## src/rtl/reg_dump_tx.sv

```systemverilog
// reg_dump_tx: walks the register bank debug port and streams each register
// MSB-byte-first to a UART TX. Optional trailing XOR byte: REG_DUMP_CHECKSUM_EN.
module reg_dump_tx #(
    parameter int BITS_SIZE = 32,
    parameter int BITS_REGS = 5,
    parameter int REG_SIZE  = 32,
    parameter int BYTE_SIZE = 8
) (
    input  logic                 i_clk,
    input  logic                 i_reset,
    input  logic                 i_start,
    output logic [BITS_REGS-1:0] o_addr_reg_unitdebug,
    input  logic [BITS_SIZE-1:0] i_data_reg_unitdebug,
    output logic [BYTE_SIZE-1:0] o_tx_data,
    output logic                 o_tx_start,
    input  logic                 i_tx_done,
    output logic                 o_busy,
    output logic                 o_done
);

    localparam int NBYTES = BITS_SIZE / BYTE_SIZE;
    localparam int CW     = (NBYTES > 1) ? $clog2(NBYTES) : 1;

    localparam logic [CW-1:0]        LAST_BYTE = CW'(NBYTES - 1);
    localparam logic [BITS_REGS-1:0] LAST_REG  = BITS_REGS'(REG_SIZE - 1);

    typedef enum logic [2:0] {
        S_IDLE,
        S_LOAD,
        S_SEND,
        S_WAIT,
`ifdef REG_DUMP_CHECKSUM_EN
        S_CHK,
        S_CHK_WAIT,
`endif
        S_DONE
    } state_t;

    state_t               r_state;
    logic [BITS_REGS-1:0] r_addr;
    logic [CW-1:0]        r_cnt;
    logic [BITS_SIZE-1:0] r_shreg;
    logic [BYTE_SIZE-1:0] r_tx_data;
    logic                 r_tx_start;
    logic                 r_busy;
    logic                 r_done;

    logic [BITS_SIZE-1:0] w_shifted;
    logic [BYTE_SIZE-1:0] w_next_byte;
    logic [BYTE_SIZE-1:0] w_load_byte;

    // The byte after the current one is the top of the shifted word.
    assign w_shifted   = r_shreg << BYTE_SIZE;
    assign w_next_byte = w_shifted[BITS_SIZE-1 -: BYTE_SIZE];
    assign w_load_byte = i_data_reg_unitdebug[BITS_SIZE-1 -: BYTE_SIZE];

`ifdef REG_DUMP_CHECKSUM_EN
    logic [BYTE_SIZE-1:0] r_acc;
    logic                 w_send_load;
    logic                 w_send_next;

    assign w_send_load = (r_state == S_LOAD);
    assign w_send_next = (r_state == S_WAIT) && i_tx_done
                         && (r_cnt < LAST_BYTE);

    always_ff @(posedge i_clk) begin
        if (!i_reset) begin
            r_acc <= '0;
        end else if (r_state == S_IDLE) begin
            r_acc <= '0;
        end else if (w_send_load) begin
            r_acc <= r_acc ^ w_load_byte;
        end else if (w_send_next) begin
            r_acc <= r_acc ^ w_next_byte;
        end
    end
`endif

    always_ff @(posedge i_clk) begin
        if (!i_reset) begin
            r_state    <= S_IDLE;
            r_addr     <= '0;
            r_cnt      <= '0;
            r_shreg    <= '0;
            r_tx_data  <= '0;
            r_tx_start <= 1'b0;
            r_busy     <= 1'b0;
            r_done     <= 1'b0;
        end else begin
            r_tx_start <= 1'b0;
            r_done     <= 1'b0;
            unique case (r_state)
                S_IDLE: begin
                    if (i_start) begin
                        r_state <= S_LOAD;
                        r_busy  <= 1'b1;
                        r_addr  <= '0;
                        r_cnt   <= '0;
                    end
                end
                S_LOAD: begin
                    r_shreg    <= i_data_reg_unitdebug;
                    r_tx_data  <= w_load_byte;
                    r_tx_start <= 1'b1;
                    r_state    <= S_SEND;
                end
                S_SEND: begin
                    r_state <= S_WAIT;
                end
                S_WAIT: begin
                    if (i_tx_done) begin
                        r_shreg <= w_shifted;
                        if (r_cnt < LAST_BYTE) begin
                            r_cnt      <= r_cnt + 1'b1;
                            r_tx_data  <= w_next_byte;
                            r_tx_start <= 1'b1;
                            r_state    <= S_SEND;
                        end else if (r_addr < LAST_REG) begin
                            r_addr  <= r_addr + 1'b1;
                            r_cnt   <= '0;
                            r_state <= S_LOAD;
                        end else begin
`ifdef REG_DUMP_CHECKSUM_EN
                            r_tx_data  <= r_acc;
                            r_tx_start <= 1'b1;
                            r_state    <= S_CHK;
`else
                            r_done  <= 1'b1;
                            r_state <= S_DONE;
`endif
                        end
                    end
                end
`ifdef REG_DUMP_CHECKSUM_EN
                S_CHK: begin
                    r_state <= S_CHK_WAIT;
                end
                S_CHK_WAIT: begin
                    if (i_tx_done) begin
                        r_done  <= 1'b1;
                        r_state <= S_DONE;
                    end
                end
`endif
                S_DONE: begin
                    r_busy  <= 1'b0;
                    r_state <= S_IDLE;
                end
                default: begin
                    r_busy  <= 1'b0;
                    r_state <= S_IDLE;
                end
            endcase
        end
    end

    assign o_addr_reg_unitdebug = r_addr;
    assign o_tx_data            = r_tx_data;
    assign o_tx_start           = r_tx_start;
    assign o_busy               = r_busy;
    assign o_done               = r_done;

endmodule
```

## config.mk

```make
export PLATFORM = sky130hd
export DESIGN_NAME = reg_dump_tx
export DESIGN_NICKNAME = d
export VERILOG_FILES = /design/src/rtl/reg_dump_tx.sv
export SDC_FILE = /design/constraint.sdc
export NUM_CORES = 1
export LEC_CHECK = 0
export BUFFER_PORTS_ARGS = -buffer_cell sky130_fd_sc_hd__buf_4
export CORE_UTILIZATION = 30
export DETAILED_ROUTE_END_ITERATION = 8
export GPL_TIMING_DRIVEN = 1
export PLACE_DENSITY = 0.5
export SLEW_MARGIN = 30
export SYNTH_ARGS = -nofsm -noshare
export SYNTH_HDL_FRONTEND = slang
export SYNTH_SLANG_ARGS = --single-unit
```

## constraint.sdc

```tcl
create_clock -name i_clk -period 2.08 [get_ports i_clk]
set_input_delay 0.104 -clock i_clk [delete_from_list [all_inputs] [get_ports i_clk]]
set_output_delay 0.104 -clock i_clk [all_outputs]
set_load 0.02 [all_outputs]
```

**Word level (Yosys, flattened, before mapping)**

Index checks and enable logic that the tools add are counted.
Widths: inputs -> output; s select.

- Add/sub/neg operators: 2
- Multipliers: 0
- Div/mod/pow operators: 0
- Order comparisons: 2
- Eq/ne operators: 9
- Shift operators: 0
- Muxes and demuxes: 26
- Bitwise operators: 4
- Reduce and logical (&&, ||, !) cells: 11

Operators with widths:

| operator | count |
|---|---|
| $pmux 24 s2 | 1 |
| $mux 24 | 1 |
| $mux 5 | 4 |
| $mux 8 | 2 |
| $pmux 8 s2 | 1 |
| $mux 3 | 4 |
| $pmux 3 s4 | 1 |
| $ne 2x2->1 const B | 5 |
| $pmux 5 s2 | 1 |
| $mux 2 | 4 |
| $eq 3x2->1 const B | 2 |
| $reduce_and 2->1 | 3 |
| $add 5x1->5 const B | 1 |
| $lt 5x5->1 const B | 1 |
| $reduce_and 5->1 | 1 |
| $mux 1 | 4 |
| $not 1->1 | 4 |
| $pmux 1 s2 | 2 |
| $pmux 2 s2 | 1 |
| $reduce_and 4->1 | 1 |
| $reduce_bool 2->1 | 2 |
| $reduce_or 4->1 | 1 |
| $eq 3x1->1 const B | 1 |
| $logic_not 3->1 | 1 |
| 5 further kinds | 5 |

- Flip-flop bits (word level): 45
- Latch bits: 0
- Bits in writable memories: 0
- Memory bits (read-only): 0
- Bits of input ports: 36
- Word-level logic and storage cells: 62
- Memories kept: 0

**Longest topological paths before layout**

Gate-level depths: netlist (run 1).

- Word-level depth: 5
- Depth in mapped cells: 6
- Gate-level depth less buffers: 5

**Worst setup path after synthesis (run 1)**

Ideal clock, no wire load.

- Kind: register to register
- Start: register r_cnt[0]
- End: register r_tx_data[4] (netlist: o_tx_data[4])
- Setup time: 0.091 ns
- Data arrival time: 1.419 ns
- Required time: 1.989 ns
- Slack: 0.570 ns
- Cell stages (with the launch flop): 7
- Buffers on the path: 1
- Clock period less this slack: 1.510 ns
- Cell sequence: dfxtp_1 > ha_1 > nand2b_1 > a21oi_2 > buf_6 > nor2_1 > a311oi_1

- Word-level cells in the longest chain between the ends: 3

RTL lines:

| what | RTL line | source |
|---|---|---|
| start: declaration | 41 | `logic [CW-1:0] r_cnt;` |
| start signal: assignment | 114 | `r_cnt <= r_cnt + 1'b1;` |
| $lt 2x2->1 | 113 | `if (r_cnt < LAST_BYTE) begin` |
| $ne 2x2->1 (no source line) | -- |  |
| $reduce_and 3->1 (no source line) | -- |  |
| end signal: assignment | 103 | `r_tx_data <= w_load_byte;` |
| end signal: assignment | 115 | `r_tx_data <= w_next_byte;` |
| end: declaration | 43 | `logic [BYTE_SIZE-1:0] r_tx_data;` |

No other way between the ends.
A chain may end at the register's enable or synchronous reset.

**Final worst setup path (run 1)**

- Start: register r_state[1]
- End: register r_tx_data[6] (netlist: o_tx_data[6])

- Word-level cells in the longest chain between the ends: 3

RTL lines:

| what | RTL line | source |
|---|---|---|
| start: declaration | 39 | `state_t r_state;` |
| start signal: assignment | 81 | `r_state <= S_IDLE;` |
| start signal: assignment | 95 | `r_state <= S_LOAD;` |
| start signal: assignment | 105 | `r_state <= S_SEND;` |
| $eq 3x2->1 or $eq 3x1->1 (tied branches) | 92 | `unique case (r_state)` |
| $ne 2x2->1 (no source line) or $reduce_bool 2->1 (tied branches) | -- |  |
| $reduce_and 3->1 (no source line) | -- |  |

Parallel ways exist; a longest one is shown, timed or not.

==> summary by stage, run 1 <==
STA
Setup repair after global routing left no endpoint under its margin. For the pin with the worst max-slew slack, the measured transition is 0.629 ns. The number of endpoints with negative hold slack in the final report came to 0.

The final count of pins violating max slew is 0. The final critical path takes up a little under nine tenths of the cycle. Adding up every negative setup slack in the final design gives 0 ns. The final critical-path required period is approximately 1.8 ns. The highest clock rate is about 0.56 GHz. Setup violations remaining at the end of the flow were counted as 0. The maximum clock skew at final layout is approximately 0.0055 ns. In this run the tightest slew margin relative to its limit is 57.9%.

Worst setup path
Among cell families on the critical path, the largest total delay comes from flip-flops. The worst setup path is launched from a flop. Along the worst path, the maximum fanout reaches 21. The longest individual stage delay on the worst path is between 0.5 and 0.6 ns. The largest individual stage delay along the critical path comes from the cell dfxtp_1. Traced cell by cell, the critical path runs through and3b_1 -> buf_4 -> nand2_1 -> a311oi_1. The category of the worst setup path capture point is a flop. The critical path data required time is 2.28 ns. The buffers plus inverters on the worst setup path is 1.

Data arrives at the worst endpoint at 1.98 ns. By startpoint and endpoint, the worst setup path is classified as reg2reg.

Floorplan
The top-level port count is 52. The core area is 6350 um^2. The area enclosed by the die boundary is slightly below 7000 um^2. The floorplan step set the die width to between 80 and 90 um. The height of the die is 83.2 um.

The starting density of the core is 31.2%. The number of rows in the core area is 29.

Detailed routing
The remaining design rule violation count is 0. The detailed-route via count is 1799. For this run, the detailed router's first-pass iteration total came to 6.

Wires add up to between 4 and 5 mm. In the final routed layout, each cell accounts on average for 13.3 um. The number of DRC violations after detailed-routing iteration 0 is 122. The post-detailed-route via-to-cell ratio is between 4 and 5.

In this run the remaining antenna-violating nets after routing total 0.

Logic synthesis
By area the synthesized netlist is led by dfxtp_1, nand2_1, a311oi_1, nor2_1, a22oi_1. In the synthesized netlist, the number of instances is about 240. Synthesis produced a netlist with a net count of between 200 and 300. The synthesized area per cell is 8.39 um^2. The number of enable-type register cells in the synthesized netlist is 0. Sequential cells were found to cover between 40 and 50% of the synthesized design area.

The summed instance area of the synthesized netlist is around 2000 um^2. Counting distinct cell types in the post-synthesis netlist gives 38. After synthesis the netlist holds a flip-flop and latch count of 45. The largest area contributor in the netlist is dfxtp_1. Counting flops with an async set or reset pin after synthesis yields a share of 0%. The most used flip-flop cell after synthesis is dfxtp_1. The proportion of netlist area held by the largest area contributor is between 40% and 50%.

The number of warnings printed during yosys synthesis is 0.

Final layout
Compared with the post-synthesis result, the final layout area differs by 26.7%. The final standard cell utilization of the core is between 30% and 40%. The final layout net count is 322. The repair_antennas step left the layout with diodes totalling 0.

In the final layout, the share of cells above drive strength 1 is 24.3%.

CTS
The later-pin clock latency in the skew report is 0.29 ns. After clock tree synthesis, the setup repair step added 0 buffers. Buffers inserted to repair hold after CTS numbered 0. The TritonCTS buffer count is 5.

Clock tree synthesis found a total of 45 sinks. In this run the deepest clock path goes through 2 buffers. The tree is rooted in a clkbuf_8. CTS built an H-tree with a depth of 2. After clock tree synthesis, the clock-pin slew on the worst setup and hold paths is 0.08 ns. The number of gates resized after cts is 0. The TritonCTS clock tree is built.

Hold path
The path class of the tightest hold or removal check is in2reg.

Outcome
The flow ran to the end, and the final reports show no timing, DRC or antenna violations.

GRT
After global routing the overflow that remains totals 0. The via count of the first global-routing pass is approximately 1600. Entering global routing, the biggest net connects 34 pins. The number of antenna violations at the first check in global routing was 0.

For this run, the total global-route usage over all layers was measured as 14.1%. The first global-routing pass estimated between 7 and 8 mm of wire.

Power
For this design the static power due to leakage is between 1 and 1.5 nW. The worst-case IR drop observed on VDD is around 0.00039 V. The power density relative to cell area is between 700 and 800 nW/um^2.

Placed design
Once detailed placement completed, the half-perimeter wirelength came to between 3 and 4 mm. Port buffering added between 50 and 60 buffers. The congestion estimate from routability-driven global placement came to about 0.84.

Run
The max-cap violation count is 0.
-- through the flow --
step / hold slack, ns / std cells / setup slack (ns) / power [mW] / instance area, um^2
global placement: 0.338 / 354 / 0.366 / 1.31 / 2400
floorplan: 0.245 / 236 / 0.570 / 1.19 / 1980
CTS: 0.0322 / 361 / 0.278 / 1.96 / 2510
global route: 0.0354 / 361 / 0.118 / 2.03 / 2510
finish: 0.0432 / 361 / 0.299 / 1.92 / 2510
detailed placement: 0.347 / 354 / 0.308 / 1.31 / 2400
-- Yosys cell counts (all sizes together) (2+ instances only) --
cell type,n
a21oi,4
nor2,40
clkbuf,4
ha,2
and3,2
nor3,4
a31oi,4
buf,11
nand3,5
o211a,2
nand4,2
nand2,56
nand2b,2
a22oi,8
a311oi,24
inv,3
dfxtp,45
o21bai,2
-- layer usage --
metal  track usage (%)  wire, um  up-vias
li1                  -         -      943
met1              20.1      2490      807
met2              20.9      2000       45
met3              3.68       256        4
met4              3.76        43        0
met5                 0         0        -
-- final cells by class --
class,instances,area (um^2)
Fill cell,700,3840
Multi-Input combinational cell,172,972
Sequential cell,45,901
Timing Repair Buffer,56,420
Tap cell,77,96.3
Clock buffer,5,68.8
Clock inverter,2,35.0
Inverter,4,15.0
-- where the power goes --
part / switching [mW] / internal [mW] / leakage (nW)
clock network: 0.285 / 0.349 / 0.0540
registers: 0.0424 / 0.926 / 0.369
logic: 0.173 / 0.146 / 0.620
total: 0.500 / 1.42 / 1.04
-- logic make-up (layout without fill, tap and decap cells) --
group                    Yosys count  count (layout)  synth area share (%)
adder cells (fa/ha/maj)            2               2                  1.26
AND/OR/NAND/NOR                  115             115                  24.1
AO/OA/AOI/OAI                     54              54                  23.3
flip-flops                        45              45                  45.5
multiplexers                       1               1                 0.506
buffers and inverters             19              67                  5.37
-- worst min-delay path, delay by kind of cell --
kind / cells / cell delay, ns
buffers and inverters: 1 / 0.07
AO/OA/AOI/OAI: 1 / 0.05
AND/OR/NAND/NOR: 1 / 0.07
-- registers in the layout (all words and copies together), names as in the netlist --
| signal | flops |
|---|---|
| r_cnt | 2 |
| o_busy | 1 |
| r_shreg | 24 |
| r_state | 3 |
| o_tx_start | 1 |
| o_done | 1 |
| o_addr_reg_unitdebug | 5 |
| o_tx_data | 8 |
-- layout by cell type (no fill, tap or decap), types with 3 or more instances in the layout --
master    netlist  routed
nor3_1          4       4
a31oi_1         4       4
buf_4           6      56
nor2_1         40      40
a311oi_1       24      24
nand2_1        56      56
nand3_1         5       5
clkbuf_8        0       5
inv_1           3       3
a22oi_1         8       8
dfxtp_1        45      45
-- final timing paths --
kind / from / end / slack (ns) / cells past startpoint
worst max-delay path: r_state[1] / o_tx_data[6] / 0.30 / 4
worst min-delay path: i_data_reg_unitdebug[6] / r_shreg[6] / 0.04 / 3
worst max register to register: r_state[1] / o_tx_data[6] / 0.30 / 4
worst min register to register: r_cnt[1] / r_cnt[1] / 0.46 / 2
(Power assumes the default switching activity.)
==> inputs of run 2 (changes only) <==
--- a/config.mk
+++ b/config.mk
@@ -9,7 +9,7 @@
 export CORE_UTILIZATION = 30
 export DETAILED_ROUTE_END_ITERATION = 8
 export GPL_TIMING_DRIVEN = 1
-export PLACE_DENSITY = 0.5
+export PLACE_DENSITY = 0.58
 export SLEW_MARGIN = 30
 export SYNTH_ARGS = -nofsm -noshare
 export SYNTH_HDL_FRONTEND = slang
==> run 2 against run 1 <==
  * Setup slack gained 0.072 ns
  * Total power shrank 4.8%
  * Final cell count grew 0.83%
  * First-iteration DRC count shrank 14%
  * Via count grew 1.7%
  * Maximum frequency grew 4.2%
  * Sequential power is essentially flat
  * Sequential share of layout area is essentially flat
  * Clock skew grew 0.0061 ns
  * Wire length shrank 3.5%
  * Critical path type unchanged
  * Largest cell class unchanged
==> summary by stage, run 2 (synthesized netlist as in run 1, its figures left out) <==
Power
The power after layout is 1.83 mW (-4.8%). The power density relative to cell area is 730 nW/um^2 (-4.8%). The leakage power figure is 1.04 nW (-0.67%). The worst vdd rail ir drop is 0.000294 V (-25%).

STA
The number of endpoints with negative hold slack in the final report was 0 (unchanged). The final critical-path required period is 1.71 ns (-0.0723 ns). The final count of pins violating max slew is 0 (unchanged). The share of the cycle needed by the critical path after routing is 82.2% (-3.5 points). The minimum setup slack in the final design is 0.371 ns (+0.0723 ns). The maximum clock skew at final layout came to 0.0116 ns (+0.00608 ns). The worst max-slew margin expressed relative to the limit is 56.9% (-1.1 points). The setup total negative slack is 0 ns (unchanged). The final number of setup-violating endpoints is 0 (unchanged).

The highest clock rate is 0.585 GHz (+4.2%). The transition time of the tightest slew-check pin was 0.645 ns (+0.0158 ns). Setup repair after global routing left no endpoint under its margin.

Final layout
The most common cell after layout, fill and taps aside is buf_4. The register with the most flip-flops is r_shreg. The final layout net count is 324 (+0.62%).

The antenna diode count was 0 (unchanged). The multi-input gate area in the final layout is 972 um^2 (unchanged). The storage element area is 901 um^2 (unchanged). The layout overhead on the synthesized area was 26.7% (about the same).

The cell area after layout is 2510 um^2 (about the same). The number of flip-flops under the largest register name is 24 (unchanged). The count of fill cells added during filler insertion is 675 (-3.6%).

The ratio of cells with drive above 1 in the final layout came to 24.7% (+0.44 points). The top cell types in the final layout, fill and taps aside, are buf_4, nand2_1, dfxtp_1, nor2_1, a311oi_1.

Detailed routing
The remaining design rule violation count is 0 (unchanged). The wire length after detailed routing came to 4.62 mm (-3.5%). The detailed-route via count is 1830 (+1.7%).

The number of antenna-violating nets in the routed design was 0 (unchanged). The post-detailed-route via-to-cell ratio is 5.03 (+0.88%). The routed length per placed instance is 12.7 um (-4.3%).

The number of optimization iterations in the first detailed-route pass was 4 (-2). The number of DRC violations after detailed-routing iteration 0 is 105 (-14%).

Worst setup path
The maximum fanout along the worst path came to 12 (-43%). For this design, the slowest cell found on the critical path is dfxtp_1. The critical path goes through nand3b_1 -> nor3_1 -> nor2_1 -> mux2i_1. The critical path data required time is 2.26 ns (-0.02 ns). The launch point of the worst reg-to-reg path is r_state[1]. The longest individual stage delay on the worst path is 0.56 ns (about the same). Grouping stages by cell kind, the critical path spends the most delay in simple AND/OR/NAND/NOR gates. The arrival time reported for the critical path endpoint came to 1.89 ns (-0.09 ns). The worst setup path endpoint is r_cnt[1]. In this run the worst setup path begins at r_state[1]. The critical path in this run is classified as reg2reg.

The minimum setup slack among reg-to-reg paths is 0.37 ns (+0.07 ns). STA classifies the critical path startpoint as a flop. STA classifies the critical path endpoint as a flop. The capture point of the worst reg-to-reg path is r_cnt[1]. The logic depth of the worst path, buffers included was 4 (unchanged). The number of cell instances on the worst register-to-register path is 4 (unchanged). The buffers plus inverters on the worst setup path came to 0 (-1).

Placed design
The weighted congestion at the end of routability-driven global placement is 0.803 (-4.0%). The total cell area at the placement stage is 2420 um^2 (+0.62%). The half-perimeter wire length after detailed placement is 3.27 mm (-1.7%). The pre-CTS setup slack is 0.426 ns (+0.117 ns). The port buffer count is 51 (unchanged).

Floorplan
The starting density of the core came to 31.2% (unchanged). The number of rows in the core area came to 29 (unchanged). The height of the die is 83.2 um (unchanged). The chip width is 83.2 um (unchanged). The top-level port count is 52 (unchanged). The area enclosed by the die boundary is 6930 um^2 (unchanged). The core area is 6350 um^2 (unchanged).

CTS
The number of gates resized after cts is 0 (unchanged). The later-pin clock latency in the skew report is 0.31 ns (+0.02 ns). The maximum level of the CTS H-tree was 2 (unchanged). The number of sinks on the clock net was 45 (unchanged).

The maximum clock insertion buffer count is 2 (unchanged). The cell at the root of the clock tree is clkbuf_8. The TritonCTS buffer count is 5 (unchanged).

TritonCTS built the clock tree. The clock edge transition at the registers on the reported setup and hold paths is 0.09 ns (about the same). The number of buffers added to fix hold violations after cts is 0 (unchanged). The total setup buffers inserted after CTS is 0 (unchanged).

GRT
The overall fraction of global-route tracks in use is 13.3% (-0.84 points). The via count of the first global-routing pass is 1580 (-2.0%). The number of antenna violations at the first check in global routing is 0 (unchanged). The sum of overflow across all layers after global routing is 0 (unchanged).

The first-pass GRT wire length is 7.37 mm (-7.3%). The maximum number of pins on one net before global-route repair came to 33 (-2.9%).

Hold path
The class of the tightest hold or removal check is in2reg.

Outcome
The flow ran to the end, and the final reports show no timing, DRC or antenna violations.

Run
The max-cap violation count was 0 (unchanged).
==> run 2: cell types whose count changed in the layout (fill, tap and decap cells not counted), sizes merged <==
| cell | delta |
|---|---|
| buf | +2 |
| bufinv | -1 |
| clkbuf | +1 |
| clkinv | -1 |
| clkinvlp | +2 |
==> run 2: layout make-up <==
type                    instances  share of cell area [%]
multi-input cells             172                    38.8
repair buffers                 58                    17.4
flip-flops and latches         45                    35.9
well taps                      77                    3.84
inverters                       4                   0.599
clock buffers                   6                    2.89
clock inverters                 2                   0.599
==> run 2: how the worst min path moves through the flow <==
stage,start,to,slack (ns),depth (start not counted)
finish,i_data_reg_unitdebug[5],r_shreg[5],0.03,3
detailed placement,i_data_reg_unitdebug[6],r_shreg[6],0.35,3
global placement,i_data_reg_unitdebug[6],r_shreg[6],0.34,3
floorplan,i_start,o_busy,0.24,2
CTS,i_data_reg_unitdebug[6],r_shreg[6],0.02,3
global route,i_data_reg_unitdebug[6],r_shreg[6],0.02,3
==> run 2: metrics by stage <==
| stage | util [%] | hold slack [ns] | std cells |
|---|---|---|---|
| 2_1_floorplan | - | 0.245 | 236 |
| 3_3_place_gp | 38.1 | 0.339 | 356 |
| 3_5_place_dp | 38.1 | 0.346 | 356 |
| 4_1_cts | 39.5 | 0.0184 | 364 |
| 5_1_grt | 39.5 | 0.0180 | 364 |
| 6_report | 39.5 | 0.0286 | 364 |
==> run 2: routing by layer <==
metal,share of wire (%),GRT usage (%),vias to the layer above
met4,1.9,6.43,0
met5,0,0,-
li1,-,-,950
met1,50,18.0,830
met2,43,19.3,42
met3,4.8,3.58,8
==> run 2: report_power, final <==
part           leakage (nW)  internal, mW  switching (mW)
Combinational         0.629         0.148           0.171
Sequential            0.369         0.926          0.0412
Clock                0.0374         0.237           0.306
Total                  1.04          1.31           0.518
==> run 2: worst min-delay path, stage by stage <==
cell and delay [ns]:
buf_4 0.08, a22oi_1 0.05, nor2_1 0.07
==> inputs of run 3 (changes only) <==
==> constraint.sdc (replaced) <==
create_clock -name i_clk -period 1.7 [get_ports i_clk]
set_input_delay 0.085 -clock i_clk [delete_from_list [all_inputs] [get_ports i_clk]]
set_output_delay 0.085 -clock i_clk [all_outputs]
set_load 0.02 [all_outputs]
==> run 3 against run 2 <==
  * Register-to-register slack lost 0.18 ns
  * Design area rose by 3.9%
  * Clock-buffer cell count unchanged
  * Setup slack lost 0.18 ns
  * Clock power up 50%
  * First-iteration DRC count shrank 7.6%
  * Clock skew shrank 0.0032 ns
  * Highest routed layer unchanged
==> summary by stage, run 3 (synthesized netlist as in run 1, its figures left out) <==
Placed design
The weighted congestion at the end of routability-driven global placement is 0.809 (+0.75%). The number of instances in the placed design came to 360 (+1.1%). The port buffer count is 51 (unchanged). The total cell area at the placement stage was 2490 um^2 (+2.8%).

The half-perimeter wire length after detailed placement is 3.33 mm (+1.8%).

Floorplan
The starting density of the core was 31.2% (unchanged). The top-level port count is 52 (unchanged). The number of rows in the core area is 29 (unchanged). The height of the die is 83.2 um (unchanged). The area enclosed by the die boundary is 6930 um^2 (unchanged). The chip width came to 83.2 um (unchanged).

The core area is 6350 um^2 (unchanged).

GRT
The sum of overflow across all layers after global routing is 0 (unchanged). The overall fraction of global-route tracks in use came to 14.4% (+1.1 points). The number of antenna violations at the first check in global routing is 0 (unchanged). The maximum number of pins on one net before global-route repair was 34 (+3.0%). The via count of the first global-routing pass is 1679 (+6.3%). The first-pass GRT wire length is 8.14 mm (+10%).

Final layout
The antenna diode count came to 0 (unchanged). Relative to the synthesized area, the layout overhead comes to 31.7%. In the layout the commonest cells are buf_4, nand2_1, dfxtp_1, nor2_1, a311oi_1. More flip-flops sit in one register than any other, and that register is r_shreg.

The final layout net count is 329 (+1.5%). The ratio of cells with drive above 1 in the final layout is 26.0% (+1.3 points). The cell area after layout was 2610 um^2 (+3.9%). The count of fill cells added during filler insertion was 659 (-2.4%).

The final standard cell utilization of the core was 41.0% (+1.6 points). The library cell used most frequently in the layout, excluding fill and tap cells, is buf_4. The multi-input gate area in the final layout is 972 um^2 (unchanged). The number of flip-flops under the largest register name is 24 (unchanged). The storage element area is 901 um^2 (unchanged). The number of non-filler instances in the completed layout came to 369 (+1.4%).

Worst setup path
STA classifies the critical path endpoint as a flop. The critical path launch point type is a flop. The arrival time reported for the critical path endpoint is 1.72 ns (-0.17 ns). The maximum fanout along the worst path is 17 (+5). The critical path data required time was 1.91 ns (-0.35 ns). The largest individual stage delay along the critical path comes from the cell dfxtp_1. The longest individual stage delay on the worst path is 0.33 ns (-0.23 ns).

The category of the critical setup timing path is reg2reg. The signal on the critical path passes through ha_1 -> nand2b_1 -> a21oi_2 -> buf_12 -> nor2_1 -> a311oi_1.

CTS
The number of sinks on the clock net is 45 (unchanged). The number of buffers added to fix hold violations after cts is 0 (unchanged). The maximum level of the CTS H-tree was 2 (unchanged).

The cell at the root of the clock tree is clkbuf_8. The maximum clock insertion buffer count is 2 (unchanged). The TritonCTS buffer count is 5 (unchanged). The number of gates resized after cts is 0 (unchanged).

The clock edge transition at the registers on the reported setup and hold paths is 0.09 ns (about the same). The later-pin clock latency in the skew report was 0.30 ns (about the same). TritonCTS built the clock tree. The total setup buffers inserted after CTS is 0 (unchanged).

STA
The number of endpoints with negative hold slack in the final report was 0 (unchanged). The final critical-path required period is 1.51 ns (-0.196 ns). The final number of setup-violating endpoints is 0 (unchanged). The final count of pins violating max slew is 0 (unchanged). The worst max-slew margin expressed relative to the limit is 76.7% (+20 points). Setup repair after global routing left no endpoint under its margin. The transition time of the tightest slew-check pin is 0.350 ns (-0.295 ns). The maximum clock skew at final layout is 0.00839 ns (-0.00321 ns). The setup total negative slack is 0 ns (unchanged).

The share of the cycle needed by the critical path after routing is 89.0% (+6.8 points). The highest clock rate came to 0.661 GHz (+13%).

Detailed routing
The number of DRC violations after detailed-routing iteration 0 is 97 (-7.6%). The routed length per placed instance was 13.1 um (+3.3%). The post-detailed-route via-to-cell ratio was 4.98 (-1.0%).

The number of optimization iterations in the first detailed-route pass is 4 (unchanged). The remaining design rule violation count is 0 (unchanged). The number of antenna-violating nets in the routed design is 0 (unchanged). The detailed-route via count is 1836 (+0.33%). The wire length after detailed routing is 4.84 mm (+4.7%).

Power
The leakage power figure was 1.09 nW (+5.2%). The power after layout is 2.42 mW (+32%). The power density relative to cell area is 928 nW/um^2 (+27%).

The worst vdd rail ir drop is 0.000411 V (+40%).

Run
The max-cap violation count came to 0 (unchanged).

Outcome
The run finished with clean final reports.

Hold path
The class of the tightest hold or removal check is in2reg.
-- run 3: worst max-delay path: cells and delay by family (launching register included) --
kind / cells / cell delay (ns)
AOI/OAI and AO/OA: 2 / 0.41
buffers and inverters: 1 / 0.16
and+or+nand+nor: 2 / 0.23
adders and majority gates: 1 / 0.30
DFF: 1 / 0.33
-- run 3: area by class of cell --
cell class	instances	share of cell area, %
clock buffers	6	2.78
clock inverters	2	1.49
inverters	4	0.576
multi-input cells	172	37.3
flip-flops and latches	45	34.6
well taps	77	3.70
repair buffers	63	19.6
-- run 3: per-stage QoR --
| stage | worst slack [ns] | hold slack, ns |
|---|---|---|
| global placement | 0.228 | 0.319 |
| finish | 0.187 | 0.0209 |
| global route | 0.0586 | 0.00981 |
| CTS | 0.171 | 0.0150 |
| detailed placement | 0.186 | 0.330 |
| floorplan | 0.190 | 0.226 |
-- run 3: report_power, final --
part	internal, mW	switching, mW	leakage, nW	total [mW]
Combinational	0.202	0.219	0.665	0.421
Sequential	1.13	0.0482	0.369	1.18
Clock	0.442	0.373	0.0554	0.815
Total	1.78	0.640	1.09	2.42
-- run 3: worst paths after layout --
path	cells after the start	endpoint	slack [ns]	start
worst max register to register	6	o_tx_data[6]	0.19	r_cnt[0]
worst max-delay path	6	o_tx_data[6]	0.19	r_cnt[0]
worst min register to register	2	r_cnt[1]	0.46	r_cnt[1]
worst min-delay path	3	r_shreg[1]	0.02	i_data_reg_unitdebug[1]
-- run 3: per-layer routing --
metal	global-route usage, %	part of all wire, %	vias up
li1	-	-	955
met1	19.3	50	842
met2	22.6	46	37
met3	3.78	4.0	2
met4	4.23	0.64	0
met5	0	0	-
